## src/rtl/tick_uart_pkg.sv

```systemverilog
// Shared state type and default frame geometry for the tick-driven UART transmitter.
// Latency: n/a (types only); backpressure: n/a.
package tick_uart_pkg;

  localparam int DEF_TICKS_PER_BIT = 4;
  localparam int DEF_DATA_BITS     = 8;

  typedef enum logic [1:0] {
    ST_IDLE  = 2'd0,
    ST_START = 2'd1,
    ST_DATA  = 2'd2,
    ST_STOP  = 2'd3
  } tx_state_t;

endpackage

```

## src/rtl/tick_bit_timer.sv

```systemverilog
// Counts enable strobes and flags the one that completes a bit period; clear restarts the period.
// Latency: bit_end is combinational with the final counted strobe; backpressure: none, free-running on enable.
module tick_bit_timer
  import tick_uart_pkg::*;
#(
  parameter int TICKS_PER_BIT = DEF_TICKS_PER_BIT
) (
  input  logic i_clk,
  input  logic i_rst_n,
  input  logic clear,
  input  logic enable,
  output logic bit_end
);

  localparam int CW = $clog2(TICKS_PER_BIT);
  localparam logic [CW-1:0] LAST_CNT = CW'(TICKS_PER_BIT - 1);

  logic [CW-1:0] cnt;

  // clear wins so a strobe landing on the restart edge is never counted
  assign bit_end = enable && !clear && (cnt == LAST_CNT);

  always_ff @(posedge i_clk or negedge i_rst_n) begin
    if (!i_rst_n) begin
      cnt <= '0;
    end else if (clear) begin
      cnt <= '0;
    end else if (enable) begin
      cnt <= (cnt == LAST_CNT) ? '0 : cnt + 1'b1;
    end
  end

endmodule

```

## src/rtl/tick_uart_tx.sv

```systemverilog
// Tick-paced UART transmitter: start bit, DATA_BITS LSB first, stop bit; o_done pulses as the stop bit ends.
// Latency: o_tx drops on the accepting edge; backpressure: o_ready low for the whole frame, i_valid ignored meanwhile.
module tick_uart_tx
  import tick_uart_pkg::*;
#(
  parameter int TICKS_PER_BIT = DEF_TICKS_PER_BIT,
  parameter int DATA_BITS     = DEF_DATA_BITS
) (
  input  logic                 i_clk,
  input  logic                 i_rst_n,
  input  logic                 i_tick,
  input  logic                 i_valid,
  input  logic [DATA_BITS-1:0] i_data,
  output logic                 o_ready,
  output logic                 o_tx,
  output logic                 o_busy,
  output logic                 o_done
);

  localparam int IW = $clog2(DATA_BITS);
  localparam logic [IW-1:0] LAST_IDX = IW'(DATA_BITS - 1);

  tx_state_t            state;
  logic [DATA_BITS-1:0] shreg;
  logic [IW-1:0]        bit_idx;
  logic                 accept;
  logic                 bit_end;

  assign o_ready = (state == ST_IDLE);
  assign o_busy  = !o_ready;
  assign accept  = i_valid && o_ready;

  tick_bit_timer #(
    .TICKS_PER_BIT(TICKS_PER_BIT)
  ) u_bit_timer (
    .i_clk  (i_clk),
    .i_rst_n(i_rst_n),
    .clear  (accept),
    .enable (i_tick && o_busy),
    .bit_end(bit_end)
  );

  always_ff @(posedge i_clk or negedge i_rst_n) begin
    if (!i_rst_n) begin
      state   <= ST_IDLE;
      shreg   <= '0;
      bit_idx <= '0;
      o_tx    <= 1'b1;
      o_done  <= 1'b0;
    end else begin
      o_done <= 1'b0;
      case (state)
        ST_IDLE: begin
          if (i_valid) begin
            shreg   <= i_data;
            bit_idx <= '0;
            o_tx    <= 1'b0;
            state   <= ST_START;
          end
        end
        ST_START: begin
          if (bit_end) begin
            o_tx  <= shreg[0];
            state <= ST_DATA;
          end
        end
        ST_DATA: begin
          if (bit_end) begin
            // shreg[1] is the bit that sits at the LSB after this shift
            shreg <= shreg >> 1;
            if (bit_idx == LAST_IDX) begin
              bit_idx <= '0;
              o_tx    <= 1'b1;
              state   <= ST_STOP;
            end else begin
              bit_idx <= bit_idx + 1'b1;
              o_tx    <= shreg[1];
            end
          end
        end
        ST_STOP: begin
          if (bit_end) begin
            o_done <= 1'b1;
            state  <= ST_IDLE;
          end
        end
        default: state <= ST_IDLE;
      endcase
    end
  end

endmodule

```

## config.mk

```make
export PLATFORM = sky130hd
export DESIGN_NAME = tick_uart_tx
export DESIGN_NICKNAME = d
export VERILOG_FILES = /design/src/rtl/tick_uart_pkg.sv /design/src/rtl/tick_bit_timer.sv /design/src/rtl/tick_uart_tx.sv
export SDC_FILE = /design/constraint.sdc
export NUM_CORES = 1
export LEC_CHECK = 0
export BUFFER_PORTS_ARGS = -buffer_cell sky130_fd_sc_hd__buf_2
export CORE_ASPECT_RATIO = 1.5
export CORE_UTILIZATION = 32
export CTS_BUF_LIST = sky130_fd_sc_hd__clkbuf_8
export CTS_CLUSTER_DIAMETER = 200
export DETAILED_ROUTE_END_ITERATION = 10
export GPL_TIMING_DRIVEN = 0
export PLACE_DENSITY = 0.6
export SLEW_MARGIN = 20
export SYNTH_ARGS = -nofsm -noshare
export SYNTH_HDL_FRONTEND = slang
export SYNTH_SLANG_ARGS = --single-unit
```

## constraint.sdc

```tcl
create_clock -name i_clk -period 4.1 [get_ports i_clk]
set_clock_uncertainty 0.05 [all_clocks]
set_input_delay 0.82 -clock i_clk [delete_from_list [all_inputs] [get_ports i_clk]]
set_output_delay 0.82 -clock i_clk [all_outputs]
set_load 0.02 [all_outputs]
```

### Word-level counts from Yosys, hierarchy flattened

Cells that the tools add are included.

* add/sub/neg operators: 2
* multiply operators: 0
* divide/modulo/power cells: 0
* $lt $le $gt $ge: 0
* equality and inequality tests: 10
* shift-type cells: 0
* muxes and demuxes: 23
* bitwise gates (word level): 0
* reduce and logical (&&, ||, !) cells: 13

Operators by type and width (count)
* 2-to-1 mux 2 bit: 8
* 2-to-1 mux 8 bit: 2
* one-hot mux 8 bit (2 select lines): 1
* != test 2 bit, second input constant: 5
* 2-to-1 mux 3 bit: 3
* one-hot mux 2 bit (4 select lines): 1
* == test 2 bit, second input constant: 3
* 2-to-1 mux 1 bit: 6
* one-hot mux 3 bit (2 select lines): 1
* AND reduction 5 bit: 1
* logical AND 1 bit: 4
* AND reduction 4 bit: 1
* nonzero test 2 bit: 2
* adder 3 x 1 -> 3 bit, second input constant: 1
* == test 3 bit, second input constant: 1
* one-hot mux 1 bit (3 select lines): 1
* AND reduction 3 bit: 1
* nonzero test 3 bit: 1
* adder 2 x 1 -> 2 bit, second input constant: 1
* == test 2 x 1 -> 1 bit, second input constant: 1
* zero test 1 bit: 2
* zero test 2 bit: 1

* bits in registers: 17
* bits in latches: 0
* RAM bits: 0
* bits in read-only memories: 0
* output and inout port bits: 4
* memories kept: 0

### Depth between registers and ports, before layout

Gate-level depths: netlist of run 1.

* depth after elaboration: 7
* depth in mapped cells: 7
* gate-level depth less buffers: 5

### Cells and area by module

A second synthesis of run 1 with hierarchy kept.

* cell total of the unflattened synthesis: 82
* area, all modules: 985.9 um2

Modules (own cells, without submodules)
* tick_uart_tx: times used 1, cells an instance 72, area each 878.3 um2
* tick_bit_timer: times used 1, cells an instance 10, area each 107.6 um2

### Worst setup path before layout of run 1

No wires, ideal clock.

* path type: register to register
* start: reg state[0]
* end: reg shreg[0]
* library setup time: 128 ps
* arrival time: 1803 ps
* slack: 2119 ps
* stages on the path, launching flop included: 7
* path buffers: 1
* cells stage by stage: dfrtp_1 inv_1 ha_1 nand3b_1 mux2i_1 buf_2 mux2_1

* longest elaborated chain between the ends: 7
* elaborated cells between the ends (all ways): 13
* classes of those cells: 3 x eq/ne; 1 x mux; 9 x reduce/logical

Ends and longest elaborated chain
* start, declared: line tick_uart_tx.sv:23 `tx_state_t state;`
* start signal, assigned: line tick_uart_tx.sv:45 `state <= ST_IDLE;`
* start signal, assigned: line tick_uart_tx.sv:58 `state <= ST_START;`
* start signal, assigned: line tick_uart_tx.sv:64 `state <= ST_DATA;`
* zero test 2 bit *: line tick_uart_tx.sv:29 `assign o_ready = (state == ST_IDLE);`
* named net o_ready: line tick_uart_tx.sv:14 `output logic o_ready,`
* zero test 1 bit / logical AND 1 bit (equally long branches): line tick_uart_tx.sv:30, tick_uart_tx.sv:31
* logical AND 1 bit / zero test 1 bit (equally long branches): line tick_uart_tx.sv:39, tick_bit_timer.sv:21
* logical AND 1 bit (2 in series): line tick_bit_timer.sv:21 `assign bit_end = enable && !clear && (cnt == LAST_CNT);`
* != test 2 bit (no source line)
* AND reduction 3 bit (no source line)
* end signal, assigned: line tick_uart_tx.sv:55 `shreg <= i_data;`
* end signal, assigned: line tick_uart_tx.sv:70 `shreg <= shreg >> 1;`
* end, declared: line tick_uart_tx.sv:24 `logic [DATA_BITS-1:0] shreg;`

The timed path passes the listed nets; every way through them passes the cells marked *.
A chain may end at the register's enable or synchronous reset.

### Final worst setup path of run 1

* start: reg state[1]
* end: out o_busy

* longest elaborated chain between the ends: 2

Ends and longest elaborated chain
* zero test 2 bit: line tick_uart_tx.sv:29
* zero test 1 bit: line tick_uart_tx.sv:30 `assign o_busy = !o_ready;`
* end, declared: line tick_uart_tx.sv:16 `output logic o_busy,`

Every way passes these cells.

==> results of run 1 <==
## through the flow
| step | power [mW] | instances | area [sq um] | hold slack [ps] | setup WS (ps) |
|---|---|---|---|---|---|
| global route | 0.900 | 140 | 1140 | 452 | 1760 |
| CTS | 0.842 | 140 | 1140 | 438 | 1830 |
| finish | 0.825 | 140 | 1140 | 432 | 1870 |
| detailed placement | 0.712 | 136 | 1090 | 423 | 1920 |
| global placement | 0.698 | 136 | 1090 | 412 | 1910 |
| floorplan | 0.620 | 82 | 968 | 402 | 2120 |
## worst max-delay path, cell delays in order, from the launching register on
cell     delay [ps]
dfrtp_1         410
inv_1           130
ha_1            340
inv_1            70
buf_2           160
## how the worst max path moves through the flow
stage               startpoint  slack, ps  endpoint  cells after the start
finish                state[1]       1870    o_busy                      4
CTS                   state[1]       1830    o_busy                      4
detailed placement      i_tick       1920  shreg[6]                      5
global placement        i_tick       1910  shreg[6]                      5
global route          state[1]       1760    o_busy                      4
floorplan             state[0]       2120  shreg[0]                      6
## report_power, final
part	internal, mW	switching [mW]	total [mW]
sequential	0.250	0.0463	0.296
clock	0.0664	0.0544	0.121
combinational	0.212	0.195	0.408
## layer usage
layer,vias up,global-route usage
li1,324,-
met1,321,0.137
met2,10,0.207
met3,4,0.0234
met4,0,0.0762
met5,-,0
## registers in the layout, summed over array words and instances (netlist names)
name	count
u_bit_timer.cnt	2
shreg	8
o_done	1
state	2
o_tx	1
bit_idx	3
## logic make-up after synthesis
group,after synthesis
adders and majority gates,8
DFF,17
buffers and inverters,11
muxes,19
AOI/OAI and AO/OA,12
and+or+nand+nor,15
## final cells by class
class | instances | area share
Multi-Input combinational cell | 54 | 0.432
Sequential cell | 17 | 0.375
Timing Repair Buffer | 15 | 0.0660
Tap cell | 39 | 0.0429
Clock buffer | 3 | 0.0363
Inverter | 8 | 0.0264
Buffer | 3 | 0.0176
Clock inverter | 1 | 0.00330
## placed cells by master, fill, tap and decap left out, drive strengths merged, types with 2 or more instances in the layout
cell type / synthesis / routed
clkbuf: 1 / 4
nor2: 2 / 2
mux2i: 3 / 3
o21ai: 7 / 7
inv: 8 / 9
buf: 2 / 17
dfrtp: 16 / 16
ha: 8 / 8
nand2: 4 / 4
mux2: 16 / 16
nand3: 2 / 2
==> flow_metrics.env, run 1 <==
export IMPL_status="complete, no violations"
export IMPL_cts_max_level=1
export IMPL_antenna_found_initial=0
export IMPL_reg2reg_from="state[0]"
export IMPL_yosys_area_top_type="dfrtp_1"
export IMPL_regToRegSetupSlack_ps=1940
export IMPL_synthArstFlopShare=1.00
export IMPL_synth_area_top_cells="dfrtp_1, mux2_2, ha_1"
export IMPL_synth_top_cell_area_share=0.413
export IMPL_finalCritPeriodShare=0.544
export IMPL_grt_pass1_wl_um=2900
export IMPL_finalHoldViolations=0
export IMPL_dpl_hpwl_um=1280
export IMPL_synthMuxAreaShare=0.221
export IMPL_synthesis_instances=82
export IMPL_r2r_cells=6
export IMPL_die_h_um=69.4
export IMPL_numCtsBuffers=3
export IMPL_wl_met2_um=872
export IMPL_vias=659
export IMPL_drtAntennaViolNets=0
export IMPL_clock_sinks=17
export IMPL_synth_xor_area_share=0
export IMPL_grt_pass1_vias=686
export IMPL_path_max_fanout=9
export IMPL_wire_per_inst_um=12.0
export IMPL_syn_avg_cell_area_sq_um=11.8
export IMPL_synthTopCellsByCount="dfrtp_1, mux2_2, ha_1, inv_1, o21ai_0"
export IMPL_fmax_mhz=448
export IMPL_n_fill_cell=304
export IMPL_grt_setup_unrepaired="no"
export IMPL_synthSimpleGateAreaFrac=0.0917
export IMPL_cts_hold_buffers=0
export IMPL_pin_count=16
export IMPL_regToRegEndpoint="shreg[0]"
export IMPL_period_needed_ps=2230
export IMPL_overflow=0
export IMPL_start_kind="flop"
export IMPL_drtPass1Iterations=3
export IMPL_track_usage=0.125
export IMPL_grt_max_degree=18
export IMPL_yosysMostFrequentCell="dfrtp_1"
export IMPL_syn_area_sq_um=968
export IMPL_wl_met1_um=712
export IMPL_place_gp_congestion=0.727
export IMPL_vdd_drop_max_v=0.000283
export IMPL_clk_latency_ps=250
export IMPL_initial_utilization=0.336
export IMPL_cts_tree="built"
export IMPL_maxSlewViolCount=0
export IMPL_die_x_um=46.9
export IMPL_diodes=0
export IMPL_synth_top_family_by_area="multiplexers"
export IMPL_synthAdderAreaFrac=0.103
export IMPL_dr_wl_met3_um=46
export IMPL_setup_viol=0
export IMPL_postCtsSetupBuffers=0
export IMPL_synth_nets=102
export IMPL_leakage_nw=0.545
export IMPL_drv_cap=0
export IMPL_p_per_area_mw_per_mm2=725
export IMPL_tightest_slew_ps=445
export IMPL_routed_top_layer="met4"
export IMPL_io_buffers=15
export IMPL_drive_gt1_frac=0.327
export IMPL_layout_area_seq_sq_um=427
export IMPL_synth_distinct_cells=27
export IMPL_cts_resized_gates=0
export IMPL_synth_main_ff_cell="dfrtp_1"
export IMPL_synth_seq_area_share=0.441
export IMPL_final_util=0.395
export IMPL_avgViaCountPerCell=4.71
export IMPL_die_area_sq_mm=0.00325
export IMPL_area_delta_synth_final_pct=17.4
export IMPL_cp_end_kind="primary output"
export IMPL_tns_ps=0
export IMPL_crit_arrival_ps=1360
export IMPL_crit_type="flop to primary output"
export IMPL_rows=24
export IMPL_core_sq_mm=0.00288
export IMPL_hold_path_class="input port to asynchronous set/reset pin"
export IMPL_drtIter0Drc=6
export IMPL_synth_edf_count=0
export IMPL_totalWireLength_um=1670
export IMPL_root_buffer="clkbuf_8"
export IMPL_maxSlewHeadroom=0.703
export IMPL_clkTransAtPathRegs_ps=60
export IMPL_final_nets=122
export IMPL_drc=0
export IMPL_required_ps=3230
export IMPL_synth_compound_area_frac=0.0917
export IMPL_ys_seq_elements=17
export IMPL_synth_warnings=0
export IMPL_clockBufferDepth=2
export IMPL_multi_input_comb_area_sq_um=492
Power figures use the tool's default switching activity.
==> run 2: changes to the inputs <==
ABC_AREA = 1   (was not set)
clock period = 2.1 ns   (was 4.1 ns; I/O delays follow)
==> run 2 against run 1 <==
  * Die area grew 6.4%
  * Global-route usage grew 0.69 points
  * Routed wire length grew 23%
  * Non-clock buffer count grew 1
  * First-iteration DRC count grew to 4.0 times the previous value
  * Final area grew 5.6%
  * Utilization grew 0.95 points
  * Critical path depth is the same
  * Final cell count grew 41%
  * Synthesized cell count grew 70%
  * Critical path type unchanged
  * Largest cell class unchanged
  * Highest routed layer unchanged
==> flow_metrics.env, run 2 <==
export IMPL_status="complete, no violations"
export IMPL_die_x_um=48.4
export IMPL_r2r_cells=8
export IMPL_clockBufferDepth=2
export IMPL_root_buffer="clkbuf_8"
export IMPL_top_usage_layer="met2"
export IMPL_cts_max_level=1
export IMPL_regToRegEndpoint="shreg[4]"
export IMPL_synth_main_ff_cell="dfrtp_1"
export IMPL_synth_compound_area_frac=0.00970
export IMPL_drv_cap=0
export IMPL_synth_warnings=0
export IMPL_mostFrequentLayoutCell="nand2_1"
export IMPL_die_area_sq_mm=0.00346
export IMPL_clock_sinks=17
export IMPL_finalHoldViolations=0
export IMPL_crit_type="flop to primary output"
export IMPL_drtPass1Iterations=4
export IMPL_p_per_area_mw_per_mm2=1480
export IMPL_track_usage=0.132
export IMPL_finalCritPeriodShare=0.856
export IMPL_synthSimpleGateAreaFrac=0.407
export IMPL_cp_endpoint="o_busy"
export IMPL_cts_hold_buffers=0
export IMPL_cp_top_family="flip-flops"
export IMPL_period_needed_ps=1800
export IMPL_drtIter0Drc=24
export IMPL_crit_arrival_ps=1330
export IMPL_area_delta_synth_final_pct=16.4
export IMPL_dpl_hpwl_um=1500
export IMPL_hold_ws_ps=32.9
export IMPL_worstPathCellList="inv_1 -> ha_1 -> inv_2 -> buf_2"
export IMPL_yosys_area_top_type="dfrtp_1"
export IMPL_synthesis_instances=139
export IMPL_synth_nets=159
export IMPL_synth_xor_area_share=0
export IMPL_vias=900
export IMPL_overflow=0
export IMPL_reg2reg_from="state[0]"
export IMPL_critPathLaunch="state[0]"
export IMPL_postCtsSetupBuffers=0
export IMPL_clkTransAtPathRegs_ps=70
export IMPL_numCtsBuffers=3
export IMPL_syn_avg_cell_area_sq_um=7.43
export IMPL_tns_ps=0
export IMPL_place_gp_congestion=0.760
export IMPL_path_buf_inv=3
export IMPL_cts_tree="built"
export IMPL_use_met2=0.228
export IMPL_synthArstFlopShare=1.00
export IMPL_synth_area_top_cells="dfrtp_1, nand2_1, ha_1"
export IMPL_layout_common_cells="nand2_1, buf_2, dfrtp_1"
export IMPL_synthMuxAreaShare=0
export IMPL_grt_pass1_vias=852
export IMPL_clk_latency_ps=250
export IMPL_grt_max_degree=18
export IMPL_initial_utilization=0.347
export IMPL_cp_depth=4
export IMPL_cpPeakStageDelay_ps=410
export IMPL_start_kind="flop"
export IMPL_yosysMostFrequentCell="nand2_1"
export IMPL_regToRegSetupSlack_ps=440
export IMPL_cp_end_kind="primary output"
export IMPL_totalWireLength_um=2070
export IMPL_leakage_nw=0.703
export IMPL_critical_path_slowest_cell="dfrtp_1"
export IMPL_path_max_fanout=7
export IMPL_synthAdderAreaFrac=0.0970
export IMPL_vdd_drop_max_v=0.000850
export IMPL_design_area_sq_mm=0.00120
export IMPL_placed_area_sq_mm=0.00116
export IMPL_required_ps=1630
export IMPL_setup_slack_ps=302
export IMPL_maxSlewHeadroom=0.741
export IMPL_io_buffers=15
export IMPL_core_sq_mm=0.00297
export IMPL_synth_top_cell_area_share=0.388
export IMPL_grt_use_met1=0.162
export IMPL_wire_per_inst_um=10.5
export IMPL_avgViaCountPerCell=4.57
export IMPL_syn_area_sq_mm=0.00103
export IMPL_fmax_mhz=556
export IMPL_largestRegisters="shreg (8), bit_idx (3)"
export IMPL_synth_distinct_cells=19
export IMPL_largest_reg_flops=8
export IMPL_tightest_slew_ps=388
export IMPL_antenna_found_initial=0
export IMPL_ys_seq_elements=17
export IMPL_synthTopCellsByCount="nand2_1, dfrtp_1, nand3_1"
export IMPL_synth_top_family_by_area="simple AND/OR/NAND/NOR gates"
export IMPL_cts_resized_gates=0
export IMPL_pin_count=16
export IMPL_die_h_um=71.6
export IMPL_met3_usage=0.0191
export IMPL_grt_pass1_wl_um=3630
export IMPL_setup_viol=0
export IMPL_final_nets=179
export IMPL_drc=0
export IMPL_synth_edf_count=0
export IMPL_drive_gt1_frac=0.241
export IMPL_hold_path_class="input port to asynchronous set/reset pin"
export IMPL_rows=24
export IMPL_maxSlewViolCount=0
export IMPL_grt_setup_unrepaired="no"
export IMPL_synth_seq_area_share=0.413
export IMPL_drtAntennaViolNets=0
export IMPL_place_ws_ps=459
export IMPL_regMostFlops="shreg"
export IMPL_diodes=0
[run 2: cell count changes after synthesis, sizes merged, moves of 4 or more]
cell and delta:
nand3 +11, mux2 -16, o21ai -6, nor2 +7, nand2 +65, inv +4
[run 2: cell families after synthesis]
| family | after synthesis |
|---|---|
| AND/OR/NAND/NOR | 95 |
| buffers and inverters | 17 |
| flip-flops | 17 |
| adder cells (fa/ha/maj) | 8 |
| AO/OA/AOI/OAI | 2 |
[run 2: where the power goes]
group	total (mW)	internal [mW]	switching, mW
logic	0.981	0.354	0.627
registers	0.556	0.464	0.0919
clock network	0.241	0.130	0.111
[run 2: area by class of cell]
type,instances,area [sq um]
well taps,39,48.8
multi-input cells,105,531
clock inverters,1,3.75
plain buffers,4,26.3
clock buffers,3,41.3
fillers,310,1770
flip-flops and latches,17,427
inverters,13,48.8
repair buffers,15,75.1
[run 2: worst min-delay path by stage]
stage,slack [ps],to,cells past startpoint
finish,30,shreg[5],1
CTS,50,shreg[5],1
floorplan,70,bit_idx[0],0
global placement,320,shreg[5],1
detailed placement,320,shreg[5],1
global route,70,shreg[4],1
[run 2: metrics by stage]
stage | util | power (mW) | cells
after CTS | 0.404 | 1.80 | 197
final | 0.404 | 1.78 | 197
after floorplan | - | 1.33 | 139
after global placement | 0.389 | 1.52 | 193
after detailed placement | 0.389 | 1.55 | 193
after global routing | 0.404 | 1.96 | 197
[run 2: routing by layer]
| metal | vias up | part of all wire | routed length [um] |
|---|---|---|---|
| met5 | - | 0 | 0 |
| li1 | 466 | - | - |
| met4 | 0 | 0.023 | 48 |
| met2 | 18 | 0.48 | 998 |
| met1 | 410 | 0.47 | 970 |
| met3 | 6 | 0.023 | 48 |
==> run 3: changes to the inputs <==
ABC_AREA = not set   (was 1)
==> run 3 against run 2 <==
  * Sequential share of layout area grew 1.3 points
  * Via count fell by 27%
  * Hold slack worse by 1.9 ps
  * Largest cell class unchanged
  * Global-route usage fell by 0.54 points
  * Count of clock-buffer cells in the layout unchanged
  * Utilization decreased by 0.21 points
  * Non-clock buffer count up 1
  * Worst setup slack lost 200 ps
  * Total power decreased by 7.7%
  * Combinational power down 15%
  * First-iteration DRC count is 83% lower
==> flow_metrics.env, run 3 (synthesis gave the netlist of run 1 again) <==
export IMPL_tns_ps=0
export IMPL_grt_pass1_wl_um=2950
export IMPL_cts_max_level=1
export IMPL_finalCritPeriodShare=0.950
export IMPL_numCtsBuffers=3
export IMPL_worstPathCellList="inv_1 -> ha_1 -> buf_6 -> or3_4 -> a221oi_4 -> mux2_4"
export IMPL_root_buffer="clkbuf_8"
export IMPL_p_per_area_mw_per_mm2=1420
export IMPL_path_max_fanout=7
export IMPL_rows=24
export IMPL_regToRegEndpoint="state[1]"
export IMPL_drv_cap=0
export IMPL_maxSlewHeadroom=0.748
export IMPL_core_sq_mm=0.00288
export IMPL_drive_gt1_frac=0.359
export IMPL_finalHoldViolations=0
export IMPL_dpl_hpwl_um=1280
export IMPL_maxSlewViolCount=0
export IMPL_largestRegisters="shreg (8), bit_idx (3)"
export IMPL_regMostFlops="shreg"
export IMPL_period_needed_ps=1990
export IMPL_fmax_mhz=501
export IMPL_cpPeakStageDelay_ps=410
export IMPL_die_x_um=46.9
export IMPL_grt_pass1_vias=707
export IMPL_regToRegSetupSlack_ps=110
export IMPL_r2r_cells=6
export IMPL_diodes=0
export IMPL_drtPass1Iterations=3
export IMPL_vias=661
export IMPL_start_kind="flop"
export IMPL_die_area_sq_mm=0.00325
export IMPL_clockBufferDepth=2
export IMPL_layout_common_cells="dfrtp_1, buf_2, inv_1, mux2_2"
export IMPL_cp_top_family="simple AND/OR/NAND/NOR gates"
export IMPL_die_h_um=69.4
export IMPL_grt_max_degree=18
export IMPL_pin_count=16
export IMPL_setup_viol=0
export IMPL_leakage_nw=0.556
export IMPL_total_power_mw=1.64
export IMPL_cts_tree="built"
export IMPL_hold_path_class="input port to asynchronous set/reset pin"
export IMPL_largest_reg_flops=8
export IMPL_critPathLaunch="state[0]"
export IMPL_vdd_drop_max_v=0.000517
export IMPL_final_nets=124
export IMPL_status="complete, no violations"
export IMPL_initial_utilization=0.336
export IMPL_crit_type="flop to flop"
export IMPL_reg2reg_from="state[0]"
export IMPL_required_ps=2190
export IMPL_drtAntennaViolNets=0
export IMPL_track_usage=0.126
export IMPL_tightest_slew_ps=378
export IMPL_critical_path_slowest_cell="or3_4"
export IMPL_clock_sinks=17
export IMPL_totalWireLength_um=1710
export IMPL_antenna_found_initial=0
export IMPL_grt_setup_unrepaired="no"
export IMPL_drc=0
export IMPL_cp_end_kind="flop"
export IMPL_drtIter0Drc=4
export IMPL_place_gp_congestion=0.727
export IMPL_mostFrequentLayoutCell="dfrtp_1"
export IMPL_wire_per_inst_um=12.0
export IMPL_cp_depth=6
export IMPL_clk_latency_ps=250
export IMPL_path_buf_inv=2
export IMPL_avgViaCountPerCell=4.65
export IMPL_crit_arrival_ps=2080
export IMPL_clkTransAtPathRegs_ps=60
export IMPL_io_buffers=15
export IMPL_area_delta_synth_final_pct=19.6
export IMPL_cp_endpoint="state[1]"
export IMPL_overflow=0
run 3: cell types whose count changed in the layout (fill, tap and decap cells not counted), moves of 2 or more:
cell	before	now
nor2_1	8	2
o21ai_0	1	7
buf_2	18	15
nand2_1	58	4
mux2_2	0	9
inv_1	11	9
nand2_2	11	0
buf_4	0	3
inv_2	2	0
mux2i_1	0	3
nand3_1	12	2
mux2_1	0	6
run 3: final cells by class:
class / instances / area [sq um]
multi-input cells: 54 / 494
fillers: 300 / 1720
inverters: 8 / 30.0
clock buffers: 3 / 41.3
plain buffers: 3 / 23.8
repair buffers: 17 / 90.1
flip-flops and latches: 17 / 427
clock inverters: 1 / 3.75
well taps: 39 / 48.8
run 3: report_power, final:
group	internal [mW]	switching (mW)
registers	0.488	0.0881
logic	0.439	0.390
clock network	0.130	0.107
run 3: how the worst min path moves through the flow:
stage,start,end
2_1_floorplan,i_rst_n,bit_idx[0]
3_5_place_dp,i_rst_n,shreg[3]
6_report,i_rst_n,shreg[0]
3_3_place_gp,i_rst_n,shreg[3]
5_1_grt,i_rst_n,shreg[3]
4_1_cts,i_rst_n,shreg[0]
run 3: stage by stage:
stage | worst slack [ps] | utilization | area [sq um] | cells | hold WS, ps
4_1_cts | 42.0 | 0.398 | 1150 | 141 | 49.5
5_1_grt | 14.2 | 0.402 | 1160 | 142 | 51.8
6_report | 105 | 0.402 | 1160 | 142 | 31.0
2_1_floorplan | 119 | - | 968 | 82 | 74.4
3_5_place_dp | -41.8 | 0.379 | 1090 | 136 | 319
3_3_place_gp | -23.3 | 0.379 | 1090 | 136 | 314
run 3: layer usage:
metal / track usage / routed length, um / up-vias
li1: - / - / 328
met1: 0.136 / 707 / 319
met2: 0.213 / 912 / 10
met3: 0.0234 / 47 / 4
met4: 0.0762 / 42 / 0
met5: 0 / 0 / -
run 3: repair_timing:
item	in CTS	in global routing
pin swaps	0	1
hold buffers	0	0
resized for setup	2	1
setup buffers	1	1
setup endpoints to repair	6	5
